===== src/rtl/aes_pkg.sv =====
// Shared types and ShiftRows permutation helpers for the byte-serial AES datapath.
package aes_pkg;

  localparam int AES_NB_BYTES = 16;

  // Element k is state byte k (row k%4, column k/4).
  typedef logic [AES_NB_BYTES-1:0][7:0] aes_state_t;

  typedef enum logic [1:0] {
    FILL = 2'd0,
    HOLD = 2'd1,
    OUT  = 2'd2
  } fill_state_e;

  function automatic aes_state_t aes_shift_rows(input aes_state_t s);
    aes_state_t o;
    for (int c = 0; c < 4; c++)
      for (int r = 0; r < 4; r++)
        o[4*c+r] = s[4*((c+r)%4)+r];
    return o;
  endfunction

  function automatic aes_state_t aes_inv_shift_rows(input aes_state_t s);
    aes_state_t o;
    for (int c = 0; c < 4; c++)
      for (int r = 0; r < 4; r++)
        o[4*c+r] = s[4*((c-r+4)%4)+r];
    return o;
  endfunction

  // Byte 0 lands in the top byte of the bus.
  function automatic logic [127:0] aes_state_to_bus(input aes_state_t s);
    logic [127:0] b;
    for (int k = 0; k < AES_NB_BYTES; k++)
      b[127-8*k -: 8] = s[k];
    return b;
  endfunction

endpackage


===== src/rtl/aes_shiftrows_collector.sv =====
// Collects 16 SubBytes output bytes and hands the ShiftRows-permuted state to mixcolumns.
// Define AES_INV_SHIFTROWS_EN to honour the per-block inv input (InvShiftRows).
module aes_shiftrows_collector
  import aes_pkg::*;
#(
  parameter int DOUBLE_BUF = 1
) (
  input  logic         clk,
  input  logic         rst_n,
  input  logic         clear,
  input  logic         s_valid,
  output logic         s_ready,
  input  logic [7:0]   s_data,
  input  logic         s_last,
  input  logic         inv,
  output logic         m_valid,
  input  logic         m_ready,
  output logic [127:0] m_state,
  output logic         err
);

  fill_state_e  state_q, state_d;
  logic [3:0]   cnt_q, cnt_d;
  aes_state_t   fill_q, fill_d;
  logic [127:0] m_state_q, m_state_d;
  logic         m_valid_q, m_valid_d;
  logic         err_q, err_d;

  logic         s_ready_c;
  logic         accept, last_pos, frame_bad, blk_done, slot_free, m_xfer;
  aes_state_t   fill_nxt, perm_src, perm_out;

  assign s_ready_c = (DOUBLE_BUF != 0) ? (state_q == FILL) : (!m_valid_q && !clear);
  assign accept    = s_valid && s_ready_c;
  assign last_pos  = (cnt_q == 4'd15);
  assign frame_bad = accept && (s_last != last_pos);
  assign blk_done  = accept && last_pos && s_last;
  assign m_xfer    = m_valid_q && m_ready;
  assign slot_free = !m_valid_q || m_ready;

  always_comb begin
    fill_nxt = fill_q;
    if (accept) fill_nxt[cnt_q] = s_data;
  end

  // A held block permutes from the stored fill; otherwise the 16th byte is folded in on the fly.
  assign perm_src = (state_q == HOLD) ? fill_q : fill_nxt;

`ifdef AES_INV_SHIFTROWS_EN
  logic inv_q, inv_d;
  assign inv_d = (accept && cnt_q == 4'd0) ? inv : inv_q;
  always_ff @(posedge clk or negedge rst_n) begin
    if (!rst_n) inv_q <= 1'b0;
    else        inv_q <= inv_d;
  end
  assign perm_out = inv_q ? aes_inv_shift_rows(perm_src) : aes_shift_rows(perm_src);
`else
  logic unused_inv;
  assign unused_inv = inv;
  assign perm_out   = aes_shift_rows(perm_src);
`endif

  always_comb begin
    state_d   = state_q;
    cnt_d     = cnt_q;
    fill_d    = fill_q;
    m_state_d = m_state_q;
    m_valid_d = m_valid_q;
    err_d     = 1'b0;
    if (m_xfer) m_valid_d = 1'b0;
    if (clear) begin
      cnt_d     = 4'd0;
      m_valid_d = 1'b0;
      state_d   = FILL;
    end else begin
      case (state_q)
        HOLD: begin
          if (m_ready) begin
            m_state_d = aes_state_to_bus(perm_out);
            m_valid_d = 1'b1;
            state_d   = FILL;
          end
        end
        OUT: begin
          if (m_xfer) state_d = FILL;
        end
        default: begin
          if (accept) begin
            fill_d = fill_nxt;
            if (frame_bad) begin
              err_d = 1'b1;
              cnt_d = 4'd0;
            end else begin
              cnt_d = cnt_q + 4'd1;
            end
            if (blk_done) begin
              if (slot_free) begin
                m_state_d = aes_state_to_bus(perm_out);
                m_valid_d = 1'b1;
                state_d   = (DOUBLE_BUF != 0) ? FILL : OUT;
              end else begin
                state_d = HOLD;
              end
            end
          end
        end
      endcase
    end
  end

  always_ff @(posedge clk or negedge rst_n) begin
    if (!rst_n) begin
      state_q   <= FILL;
      cnt_q     <= 4'd0;
      fill_q    <= '0;
      m_state_q <= '0;
      m_valid_q <= 1'b0;
      err_q     <= 1'b0;
    end else begin
      state_q   <= state_d;
      cnt_q     <= cnt_d;
      fill_q    <= fill_d;
      m_state_q <= m_state_d;
      m_valid_q <= m_valid_d;
      err_q     <= err_d;
    end
  end

  assign s_ready = s_ready_c;
  assign m_valid = m_valid_q;
  assign m_state = m_state_q;
  assign err     = err_q;

endmodule

===== config.mk =====
export PLATFORM = sky130hd
export DESIGN_NAME = aes_shiftrows_collector
export DESIGN_NICKNAME = d
export VERILOG_FILES = /design/src/rtl/aes_pkg.sv /design/src/rtl/aes_shiftrows_collector.sv
export SDC_FILE = /design/constraint.sdc
export NUM_CORES = 1
export LEC_CHECK = 0
export BUFFER_PORTS_ARGS = -buffer_cell sky130_fd_sc_hd__buf_4
export CAP_MARGIN = 20
export CORE_ASPECT_RATIO = 1.4
export CORE_MARGIN = 10
export CORE_UTILIZATION = 55
export CTS_BUF_LIST = sky130_fd_sc_hd__clkbuf_2
export CTS_CLUSTER_SIZE = 30
export DETAILED_ROUTE_END_ITERATION = 12
export GPL_ROUTABILITY_DRIVEN = 0
export HOLD_SLACK_MARGIN = 0.08
export PLACE_DENSITY = 0.88
export SLEW_MARGIN = 20
export SYNTH_ARGS = -nofsm -noshare
export SYNTH_HDL_FRONTEND = slang
export SYNTH_SLANG_ARGS = --single-unit

===== constraint.sdc =====
create_clock -name clk -period 3.5 [get_ports clk]
set_clock_uncertainty 0.05 [all_clocks]
set_input_delay 0.7 -clock clk [delete_from_list [all_inputs] [get_ports clk]]
set_output_delay 0.7 -clock clk [all_outputs]
set_load 0.02 [all_outputs]

* Yosys cells after proc, flatten, opt, wreduce, memory -nomap -nowiden
Index checks and enable logic that the tools add are counted.
Widths: inputs -> output; s select.
** Storage, ports and cells
- Bits in registers :: 264
- Bits in read-only memories :: 0
- Bits in latches :: 0
- Logic and storage cells :: 86
- Input bits :: 15
- Memory bits (writable) :: 0
- Memories :: 0
- Output and inout bits :: 131
** Cells by class
- Divide/modulo/power cells :: 0
- Eq/ne operators :: 8
- Shift operators :: 0
- Multiply operators :: 0
- Bitwise gates (word level) :: 3
- Add/subtract/negate cells :: 1
- Reductions and logical operators :: 20
- Muxes and demuxes :: 31
- Magnitude comparators :: 2
** Operators by type and width (count)
- $mux 128 :: 5
- $pmux 128 s2 :: 1
- $bwmux 128 :: 1
- $demux 8 s4 :: 1
- $mux 4 :: 4
- $mux 1 :: 11
- $mux 2 :: 5
- $mux 8 :: 1
- $reduce_bool 2->1 :: 4
- $reduce_bool 4->1 :: 2
- $logic_and 1x1->1 :: 6
- $ne 3x3->1 const B :: 2
- $reduce_and 6->1 :: 1
- $lt 4x5->1 const B :: 1
- $add 4x1->4 const B :: 1
- $eq 4x4->1 const B :: 1
- $ge 4x1->1 const B :: 1
- $pmux 2 s2 :: 1
- $reduce_and 4->1 :: 1
- $not 1->1 :: 3
- $reduce_and 3->1 :: 1
- $eq 2x1->1 const B :: 1
- $eq 2x2->1 const B :: 1
- $logic_not 2->1 :: 1
- other kinds (8) :: 8

* Depth between registers and ports, before layout
- Depth in word-level cells :: 10
- Gate-level depth with buffers :: 7
- Gate-level depth less buffers :: 6

* Worst setup path before layout
Ideal clock, no wire load.
- Path kind :: input to register
- From :: input clear
- To :: register fill_q[32] (netlist bit)
- Data arrival time :: 2020 ps
- Setup time :: 128 ps
- Setup slack :: 1302 ps
- Path buffers :: 2
- Data required time :: 3322 ps
- Cell stages on the path :: 6
- Path through :: buf_2 > nand2b_1 > buf_2 > or3_4 > nor2_4 > mux2_1
** On the way
- Cells in the longest elaborated chain, start to end :: 2
** RTL lines
- start: declaration :: line aes_shiftrows_collector.sv:10 : input logic clear,
- $not 1->1 (no source line)
- $reduce_and 3->1 (no source line)
- end signal: assignment :: line aes_shiftrows_collector.sv:122 : fill_q <= fill_d;
- end: declaration :: line aes_shiftrows_collector.sv:24 : aes_state_t fill_q, fill_d;
Every way passes these cells.
A chain may end at the register's enable or synchronous reset.

* Worst setup path after layout
- From :: register cnt_q[3]
- To :: register m_state_q[63] (netlist: m_state[63])
** On the way
- Cells in the longest elaborated chain, start to end :: 10
- Elaborated cells between the ends (all ways) :: 17
- Those cells by class :: order compare (2); eq/ne (1); mux (9); reduce/logical (5)
** RTL lines
- start: declaration :: line aes_shiftrows_collector.sv:23 : logic [3:0] cnt_q, cnt_d;
- start signal: assignment :: line aes_shiftrows_collector.sv:121 : cnt_q <= cnt_d;
- $lt 4x5->1 (implied by the code) / $ge 4x1->1 (equally long branches) :: line aes_shiftrows_collector.sv:43 : if (accept) fill_nxt[cnt_q] = s_data;
- $logic_and 1x1->1 (implied by the code) :: line aes_shiftrows_collector.sv:43
- $mux 8 (implied by the code) :: line aes_shiftrows_collector.sv:43
- $demux 8 s4 :: line aes_shiftrows_collector.sv:43
- $bwmux 128 :: line aes_shiftrows_collector.sv:43
- $mux 128 :: line aes_shiftrows_collector.sv:47 : assign perm_src = (state_q == HOLD) ? fill_q : fill_nxt;
- $mux 128 :: line aes_shiftrows_collector.sv:97 : if (slot_free) begin
- $mux 128 :: line aes_shiftrows_collector.sv:96 : if (blk_done) begin
- $mux 128 :: line aes_shiftrows_collector.sv:88 : if (accept) begin
- $pmux 128 s2 :: line aes_shiftrows_collector.sv:76 : case (state_q)
- end signal: assignment :: line aes_shiftrows_collector.sv:123 : m_state_q <= m_state_d;
- end: declaration :: line aes_shiftrows_collector.sv:25 : logic [127:0] m_state_q, m_state_d;
Parallel ways exist; a longest one is shown, timed or not. The select of a mux whose other input is x is not followed.

==> impl_results.md <==
* Crit-path max FO at 20
* Starting DRC count in detailed routing at 252
* Status: finished clean
* Yosys Warn Count at 0
* CTS root buffer: clkbuf_2
* Minimum clock period at 2770 ps
* Synth unique cells at 34
* CTS H-tree lvls at 2
* DP HPWL at 16,200 µm
* Met2 WL at 12,800 µm
* M1 wire length at 9880 µm
* Routed met3 length at 1340 µm
* Ys async rst share at 100%
* Hold_ws at 150 ps
* Grt ovf at 0
* Setup crit end kind: flop
* Top cells by count, synth: dfrtp_1, mux2_2, mux2_1, clkbuf_1, buf_2
* DRT Wirelength at 24,500 µm
* Crit path kind: flop to flop
* Number of flops mapped to enable cells by yosys at 0
* Top-area cell type share of the netlist area at 56.1%
* Total clock sinks at 263
* Critical Path RT at 4120 ps
* FP Rows at 63
* FMAX at 361 MHz
* Nets at 974
* Vias in the first global route at 7,452
* Worst Max-Slew Pin Slew at 822 ps
* Post-Synthesis Cells at 787
* Count leader, synth: dfrtp_1
* DRT Pass-1 Iters at 4
* Pwr Density at 390 nW/µm²
* Clock slew at reported path FFs at 110 ps
* Final core occ at 64.3%
* Setup TNS Final at 0 ps
* Area Overhead vs Synth at 15.5%
* TritonCTS Buffers at 59
* Initial antenna violation count at 1
* Post-CTS Resized at 0
* Top_reg_cell synth: dfrtp_1
* Die width at 143 µm
* Mean Syn Cell Area at 14.9 µm²
* DIE AREA at 27,600 µm²
* Initial Utilization at 55.7%
* Worst hold path class: input pin to flop
* Clock Latency Late Sink at 810 ps
* Fraction of layout cells with a size suffix above 1 at 49.4%
* Max-cap violations at 0
* Total power at 0.00529 W
* Clock Tree Buf Depth at 3
* Top routing layer used: met4
* Final setup viols at 0
* Core Area at 21,000 µm²
* Seq cells post-synth at 263
* CTS tree: yes
* Layout fillers at 1,564
* Die height at 193 µm
* Synth area leaders: dfrtp_1, mux2_2, mux2_1
* Largest area contributor in the netlist: dfrtp_1
* P_leak at 7.24 nW
* RSZ-0062 raised after global routing: no
* Via/cell ratio at 5.48
* DRT antenna net count at 0
* CP startpoint kind: flop
* Drc violations at 0
* Top Ports at 146
* Syn_nets at 806
* Final Hold Viols at 0
* Total Routing Usage GR at 18.2%
* Pin count of the biggest net entering global routing at 82
* Drt wl/cell at 19.5 µm
* Synth Cell Area at 11,700 µm²
* Sequential share of the synthesized area at 56.1%
* I/O Buffers at 144
* Total vias in the final route at 6,853
* Worst-case vdd ir drop at 0.000313 V
* Crit path DAT at 3390 ps
* Rel. slew slack at 45.0%
* First-pass GRT wire length at 40,100 µm
* Fin crit share at 79.2%
* Slew Viols, Final at 0
==> final timing paths <==
check / start / end / slack, ps / cells after the start
min in group asynchronous: rst_n / fill_q[41] / 370 / 2
worst max register to register: cnt_q[3] / m_state[63] / 730 / 4
worst min-delay path: s_valid / cnt_q[0] / 150 / 3
worst min register to register: m_state[71] / m_state[71] / 440 / 1
worst max-delay path: cnt_q[3] / m_state[63] / 730 / 4
max in group asynchronous: rst_n / fill_q[3] / 2120 / 3
==> flip-flops by register name (all words and copies together) (netlist names) <==
| name | cells |
|---|---|
| state_q | 1 |
| err | 1 |
| m_valid | 1 |
| cnt_q | 4 |
| fill_q | 128 |
| m_state | 128 |
==> cell families after synthesis <==
kind of cell / after synthesis / share of synthesized area, %
muxes: 385 / 37.0
DFF: 263 / 56.1
buffers and inverters: 53 / 2.04
AOI/OAI and AO/OA: 9 / 0.416
xor gates and xnor gates: 1 / 0.0747
adders and majority gates: 4 / 0.427
and+or+nand+nor: 72 / 3.94
==> through the flow <==
stage / setup WS (ps) / area, µm² / cells
detailed placement: 823 / 13000 / 1149
finish: 727 / 13500 / 1251
floorplan: 1300 / 11700 / 787
global route: 504 / 13500 / 1251
CTS: 758 / 13500 / 1250
global placement: 839 / 13000 / 1149
==> layout by cell type (no fill, tap or decap), drive strengths merged <==
master | synthesis | final
mux2 | 384 | 384
dfrtp | 263 | 263
buf | 24 | 152
clkbuf | 26 | 86
nand2 | 15 | 15
nor2 | 15 | 15
nor3 | 11 | 11
clkinv | 0 | 10
nand2b | 9 | 9
a21oi | 6 | 6
nand3 | 6 | 6
dlygate4sd3 | 0 | 5
nor2b | 4 | 4
ha | 4 | 4
nand4 | 4 | 4
inv | 3 | 3
and3 | 2 | 2
nor3b | 2 | 2
o21ai | 2 | 2
or3 | 2 | 2
diode | 0 | 1
mux2i | 1 | 1
xor2 | 1 | 1
and2b | 1 | 1
nor4 | 1 | 1
a41oi | 1 | 1
==> worst max-delay path: stages, from the launching register on <==
cell and delay (ps):
dfrtp_1 810, nand2b_1 400, nor2_1 650, mux2_2 410
mux2_1 300
==> routing by layer <==
| metal | up-vias | global-route usage [%] |
|---|---|---|
| met5 | - | 0 |
| met4 | 0 | 5.91 |
| met3 | 38 | 4.53 |
| met2 | 146 | 31.5 |
| met1 | 3501 | 21.5 |
| li1 | 3168 | - |
==> report_power, final <==
group          leakage, nW  switching, W  internal, W  total (W)
combinational         3.25      0.000201     0.000162   0.000362
sequential            3.60     0.0000433      0.00313    0.00317
clock                0.380       0.00111     0.000643    0.00175
==> cell type report <==
type | count | area, µm² | share of cell area [%]
inverters | 3 | 11.3 | 0.0832
multi-input cells | 471 | 4910 | 36.3
repair buffers | 157 | 1240 | 9.13
well taps | 260 | 325 | 2.40
diodes | 1 | 2.50 | 0.0185
flip-flops and latches | 263 | 6580 | 48.6
clock inverters | 10 | 41.3 | 0.305
clock buffers | 86 | 430 | 3.18
==> timing repair <==
item	CTS	global route
buffers inserted	0	0
hold endpoints to repair	75	0
hold buffers	5	0
Note: power is estimated with default switching activity, not from simulation.
